`src/rtl/axi4_r_sender_burst.sv`:
```
// R-channel sender for the RAB read path: forwards master R beats to the slave port and
// answers every dropped read with a full-length error burst, switching only at burst boundaries.
module axi4_r_sender_burst #(
  parameter int unsigned AXI_DATA_WIDTH  = 32,
  parameter int unsigned AXI_ID_WIDTH    = 4,
  parameter int unsigned AXI_USER_WIDTH  = 4,
  parameter int unsigned DROP_FIFO_DEPTH = 4,
  parameter logic [1:0]  ERR_RESP        = 2'b10,
  parameter int unsigned CNT_WIDTH       = 16
) (
  input  logic                      axi4_aclk,
  input  logic                      axi4_arst,

  input  logic [AXI_ID_WIDTH-1:0]   trans_id,
  input  logic [7:0]                trans_len,
  input  logic                      trans_drop,
  output logic                      trans_drop_ready,

  output logic [AXI_ID_WIDTH-1:0]   s_axi4_rid,
  output logic [AXI_DATA_WIDTH-1:0] s_axi4_rdata,
  output logic [1:0]                s_axi4_rresp,
  output logic                      s_axi4_rlast,
  output logic [AXI_USER_WIDTH-1:0] s_axi4_ruser,
  output logic                      s_axi4_rvalid,
  input  logic                      s_axi4_rready,

  input  logic [AXI_ID_WIDTH-1:0]   m_axi4_rid,
  input  logic [AXI_DATA_WIDTH-1:0] m_axi4_rdata,
  input  logic [1:0]                m_axi4_rresp,
  input  logic                      m_axi4_rlast,
  input  logic [AXI_USER_WIDTH-1:0] m_axi4_ruser,
  input  logic                      m_axi4_rvalid,
  output logic                      m_axi4_rready,

  output logic [CNT_WIDTH-1:0]      err_burst_cnt
);

  localparam int unsigned PTR_W   = (DROP_FIFO_DEPTH > 1) ? $clog2(DROP_FIFO_DEPTH) : 1;
  localparam int unsigned ENTRY_W = AXI_ID_WIDTH + 8;

  localparam logic [PTR_W:0]     FIFO_FULL = (PTR_W + 1)'(DROP_FIFO_DEPTH);
  localparam logic [PTR_W:0]     FIFO_ONE  = (PTR_W + 1)'(1);
  localparam logic [PTR_W-1:0]   PTR_ONE   = PTR_W'(1);
  localparam logic [CNT_WIDTH-1:0] ERR_ONE = CNT_WIDTH'(1);

  typedef enum logic [1:0] {
    IDLE,
    FWD,
    DROP
  } state_t;

  state_t state, state_next;

  logic [ENTRY_W-1:0]      fifo_mem [DROP_FIFO_DEPTH];
  logic [PTR_W-1:0]        wr_ptr;
  logic [PTR_W-1:0]        rd_ptr;
  logic [PTR_W:0]          fifo_cnt;
  logic                    fifo_empty;
  logic                    push;
  logic                    pop;
  logic [AXI_ID_WIDTH-1:0] head_id;
  logic [7:0]              head_len;
  logic [7:0]              beat_cnt;
  logic                    err_last;
  logic                    s_hs;
  logic                    m_hs;

  assign fifo_empty       = (fifo_cnt == '0);
  assign trans_drop_ready = (fifo_cnt != FIFO_FULL);
  assign push             = trans_drop & trans_drop_ready;
  assign head_id          = fifo_mem[rd_ptr][ENTRY_W-1:8];
  assign head_len         = fifo_mem[rd_ptr][7:0];
  assign err_last         = (beat_cnt == head_len);
  assign s_hs             = s_axi4_rvalid & s_axi4_rready;
  assign m_hs             = m_axi4_rvalid & m_axi4_rready;
  assign pop              = (state == DROP) & s_hs & err_last;

  // Drop-request storage carries no reset: entries are only read once the count says they are valid.
  always_ff @(posedge axi4_aclk) begin
    if (push) begin
      fifo_mem[wr_ptr] <= {trans_id, trans_len};
    end
  end

  always_ff @(posedge axi4_aclk) begin
    if (axi4_arst) begin
      wr_ptr   <= '0;
      rd_ptr   <= '0;
      fifo_cnt <= '0;
    end else begin
      if (push) begin
        wr_ptr <= wr_ptr + PTR_ONE;
      end
      if (pop) begin
        rd_ptr <= rd_ptr + PTR_ONE;
      end
      unique case ({push, pop})
        2'b10:   fifo_cnt <= fifo_cnt + FIFO_ONE;
        2'b01:   fifo_cnt <= fifo_cnt - FIFO_ONE;
        default: fifo_cnt <= fifo_cnt;
      endcase
    end
  end

  always_ff @(posedge axi4_aclk) begin
    if (axi4_arst) begin
      state         <= IDLE;
      beat_cnt      <= '0;
      err_burst_cnt <= '0;
    end else begin
      state <= state_next;
      if ((state == DROP) && s_hs) begin
        beat_cnt <= err_last ? 8'd0 : beat_cnt + 8'd1;
      end
      if (pop && (err_burst_cnt != '1)) begin
        err_burst_cnt <= err_burst_cnt + ERR_ONE;
      end
    end
  end

  // Queued drops only win in IDLE, so a master burst already in flight always finishes first.
  always_comb begin
    state_next    = state;
    s_axi4_rid    = m_axi4_rid;
    s_axi4_rdata  = m_axi4_rdata;
    s_axi4_rresp  = m_axi4_rresp;
    s_axi4_rlast  = m_axi4_rlast;
    s_axi4_ruser  = m_axi4_ruser;
    s_axi4_rvalid = m_axi4_rvalid;
    m_axi4_rready = s_axi4_rready;

    unique case (state)
      IDLE: begin
        if (!fifo_empty) begin
          s_axi4_rvalid = 1'b0;
          m_axi4_rready = 1'b0;
          state_next    = DROP;
        end else if (m_hs && !m_axi4_rlast) begin
          state_next = FWD;
        end
      end
      FWD: begin
        if (m_hs && m_axi4_rlast) begin
          state_next = IDLE;
        end
      end
      DROP: begin
        s_axi4_rvalid = 1'b1;
        s_axi4_rid    = head_id;
        s_axi4_rresp  = ERR_RESP;
        s_axi4_rdata  = '0;
        s_axi4_ruser  = '0;
        s_axi4_rlast  = err_last;
        m_axi4_rready = 1'b0;
        if (s_hs && err_last) begin
          state_next = IDLE;
        end
      end
      default: begin
        state_next = IDLE;
      end
    endcase
  end

endmodule

```
`config.mk`:
```
export PLATFORM = sky130hd
export DESIGN_NAME = axi4_r_sender_burst
export DESIGN_NICKNAME = d
export VERILOG_FILES = /design/src/rtl/axi4_r_sender_burst.sv
export SDC_FILE = /design/constraint.sdc
export NUM_CORES = 1
export LEC_CHECK = 0
export BUFFER_PORTS_ARGS = -buffer_cell sky130_fd_sc_hd__buf_4
export CORE_MARGIN = 3
export CORE_UTILIZATION = 40
export DETAILED_ROUTE_END_ITERATION = 8
export GPL_ROUTABILITY_DRIVEN = 0
export PLACE_DENSITY_LB_ADDON = 0.25
export RECOVER_POWER = 25
export SLEW_MARGIN = 20
export SYNTH_ARGS = -nofsm -noshare
export SYNTH_HDL_FRONTEND = slang
export SYNTH_SLANG_ARGS = --single-unit
```
`constraint.sdc`:
```
create_clock -name axi4_aclk -period 5 [get_ports axi4_aclk]
set_input_delay 0.25 -clock axi4_aclk [delete_from_list [all_inputs] [get_ports axi4_aclk]]
set_output_delay 0.25 -clock axi4_aclk [all_outputs]
set_load 0.03 [all_outputs]
```
==> impl_metrics.env <==
export IMPL_cts_tree="yes"
export IMPL_syn_num_nets=410
export IMPL_grt_pass1_wl_mm=13.76
export IMPL_clock_sinks=83
export IMPL_antenna_left=0
export IMPL_cts_made_buffers=9
export IMPL_yosys_area_top_type_share=0.3656
export IMPL_min_from="s_axi4_rready"
export IMPL_post_cts_resized=0
export IMPL_overflow=0
export IMPL_rsz0062_at_grt="false"
export IMPL_pin_count=122
export IMPL_core_area_um2=9415
export IMPL_synth_ff_type="edfxtp_1"
export IMPL_r2r_cells=12
export IMPL_num_vias=3006
export IMPL_synth_most_common_cell="edfxtp_1"
export IMPL_cts_hold_buf=0
export IMPL_wl_mm=8.747
export IMPL_syn_avg_cell_area_um2=11.53
export IMPL_portBuffers=121
export IMPL_synth_edf_count=48
export IMPL_drive_gt1_frac=0.2998
export IMPL_clock_root_buffer="clkbuf_8"
export IMPL_synthCells=342
export IMPL_die_y_um=105.3
export IMPL_grt_pass1_vias=2871
export IMPL_rows=35
export IMPL_avgRoutedWirePerCell_um=14.68
export IMPL_worstHoldEndpoint="state[1]$_SDFFE_PP0P_"
export IMPL_cellLeakagePower_uw=0.001989
export IMPL_grt_total_usage=0.1555
export IMPL_place_inst=580
export IMPL_initial_utilization=0.4187
export IMPL_fmax_mhz=268.1
export IMPL_yosysTopAreaCell="edfxtp_1"
export IMPL_total_power_uw=1567
export IMPL_grt_max_degree=46
export IMPL_yosysWarningCount=0
export IMPL_cp_start_kind="flop"
export IMPL_antenna_cells=0
export IMPL_setup_slack_ns=1.271
export IMPL_first_pass_iters=4
export IMPL_ir_worst_vdd_v=0.0001747
export IMPL_status="finished, final reports clean"
export IMPL_clk_latency_ns=0.36
export IMPL_powerDensity_nw_per_um2=306.1
export IMPL_vias_per_cell=5.044
export IMPL_crit_type="reg -> reg"
export IMPL_slew_violations=0
export IMPL_path_max_fanout=21
export IMPL_worstHoldPathCells=2
export IMPL_ys_seq_area_frac=0.5433
export IMPL_synth_area_um2=3943
export IMPL_rr_endpoint="fifo_cnt[2]$_SDFFE_PP0P_"
export IMPL_slew_headroom=0.5392
export IMPL_worstPathRequired_ns=5.30
export IMPL_antenna_found_initial=0
export IMPL_async_flop_share=0
export IMPL_finalSetupViolCount=0
export IMPL_worstMarginPinSlew_ns=0.6903
export IMPL_critPathArrivalTime_ns=4.03
export IMPL_areaGrowthSynthToFinish_pct=29.86
export IMPL_die_area_um2=11080
export IMPL_initialDrtViolationCount=126
export IMPL_cts_reportedPaths_clkPinSlew_ns=0.09
export IMPL_synth_commonest_cells="edfxtp_1 (48), and2_1 (40), dfxtp_1 (35), nor2_1 (22), a21oi_1 (21)"
export IMPL_hpwl_mm=6.179
export IMPL_drc=0
export IMPL_r2r_slack_ns=1.27
export IMPL_hold_viol=0
export IMPL_ys_ff_latch=83
export IMPL_fin_crit_sh=0.7459
export IMPL_dieWidth_um=105.3
export IMPL_period_minus_slack_ns=3.729
export IMPL_post_layout_nonfiller_instances=596
export IMPL_cts_buffer_depth=2
export IMPL_synth_distinct_cells=41
export IMPL_fin_skew_ns=0.009801
export IMPL_finalSetupTns_ns=0
export IMPL_end_kind="flop"
export IMPL_htree_levels=3
export IMPL_drv_cap=0
export IMPL_hold_class="in -> reg"
export IMPL_cts_setup_buffers=0
export IMPL_synthTopCellsByArea="edfxtp_1 (37%), dfxtp_1 (18%), and2_1 (6.3%)"
export IMPL_fin_nets=530
export IMPL_post_place_ws_ns=1.220
export IMPL_fillerInstances=841
state kept, by name, summed over array words and instances (netlist names), named ones only:
signal,count
beat_cnt,8
err_burst_cnt,16
fifo_cnt,3
fifo_mem,48
rd_ptr,2
state,2
wr_ptr,2
area by class of cell:
class	count	area (um2)	share of cell area
flip-flops and latches	83	2142	0.4184
multi-input cells	233	1685	0.3292
repair buffers	123	878.3	0.1716
well taps	129	161.4	0.03152
clock buffers	9	123.9	0.02419
clock inverters	7	83.83	0.01637
inverters	12	45.04	0.008798
critical path, stage by stage (launching register included):
cell and delay [ns]:
dfxtp_1 0.77, mux4_1 0.65, xor2_1 0.18, nor4_4 0.34, o2111ai_1 0.15, buf_4 0.23, inv_2 0.11, ha_1 0.18
inv_1 0.06, fa_1 0.37, xor2_1 0.17, or3_1 0.31, a21oi_1 0.14
cells in the final DEF (no fill, tap or decap), drive strengths merged, types with 7 or more instances in the layout:
| cell | count |
|---|---|
| o31ai | 7 |
| mux4 | 10 |
| and3 | 12 |
| dfxtp | 35 |
| xor2 | 12 |
| nand2 | 15 |
| o21ai | 13 |
| clkbuf | 21 |
| edfxtp | 48 |
| a21oi | 21 |
| and2 | 40 |
| or3 | 9 |
| ha | 7 |
| nor2 | 22 |
| buf | 111 |
| inv | 15 |
| nand3 | 17 |
power by group:
| group | switching, uW | internal, uW | leakage (uW) | total [uW] |
|---|---|---|---|---|
| registers | 10.8 | 747 | 0.000724 | 758 |
| logic | 179 | 125 | 0.00116 | 304 |
| clock network | 266 | 239 | 0.000102 | 505 |
| total | 455 | 1110 | 0.00199 | 1570 |
routing by layer:
layer | track usage | vias up | part of all wire | wire, um
met5 | 0 | - | 0 | 0
met4 | 0.05623 | 0 | 0.015 | 133
met3 | 0.04654 | 10 | 0.068 | 598
met2 | 0.2632 | 99 | 0.48 | 4195
met1 | 0.1875 | 1414 | 0.44 | 3820
li1 | - | 1483 | - | -
worst max-delay path by stage:
stage                                     endpoint  depth (start not counted)
after floorplan           fifo_cnt[2]$_SDFFE_PP0P_                         13
after global placement    fifo_cnt[2]$_SDFFE_PP0P_                         12
after detailed placement  fifo_cnt[2]$_SDFFE_PP0P_                         12
after CTS                 fifo_cnt[2]$_SDFFE_PP0P_                         12
after global routing      fifo_cnt[2]$_SDFFE_PP0P_                         12
final                     fifo_cnt[2]$_SDFFE_PP0P_                         12
cell families (layout without fill, tap and decap cells):
logic type	after synthesis	after routing	share of synthesized area
buffers and inverters	26	151	0.02919
flip-flops	83	83	0.5433
AO/OA/AOI/OAI	47	47	0.06918
XOR/XNOR	18	18	0.03999
multiplexers	20	20	0.09108
adder cells (fa/ha/maj)	8	8	0.02729
AND/OR/NAND/NOR	140	140	0.1999
stage by stage:
| step | hold slack (ns) | util | area, um2 |
|---|---|---|---|
| 6_report | 0.1085 | 0.5438 | 5120 |
| 5_1_grt | 0.1048 | 0.5438 | 5120 |
| 4_1_cts | 0.06720 | 0.5486 | 5165 |
| 3_5_place_dp | 0.4534 | 0.5265 | 4957 |
| 3_3_place_gp | 0.4506 | 0.5265 | 4957 |
| 2_1_floorplan | 0.3489 | - | 3943 |
Note: power is estimated with default switching activity, not from simulation.
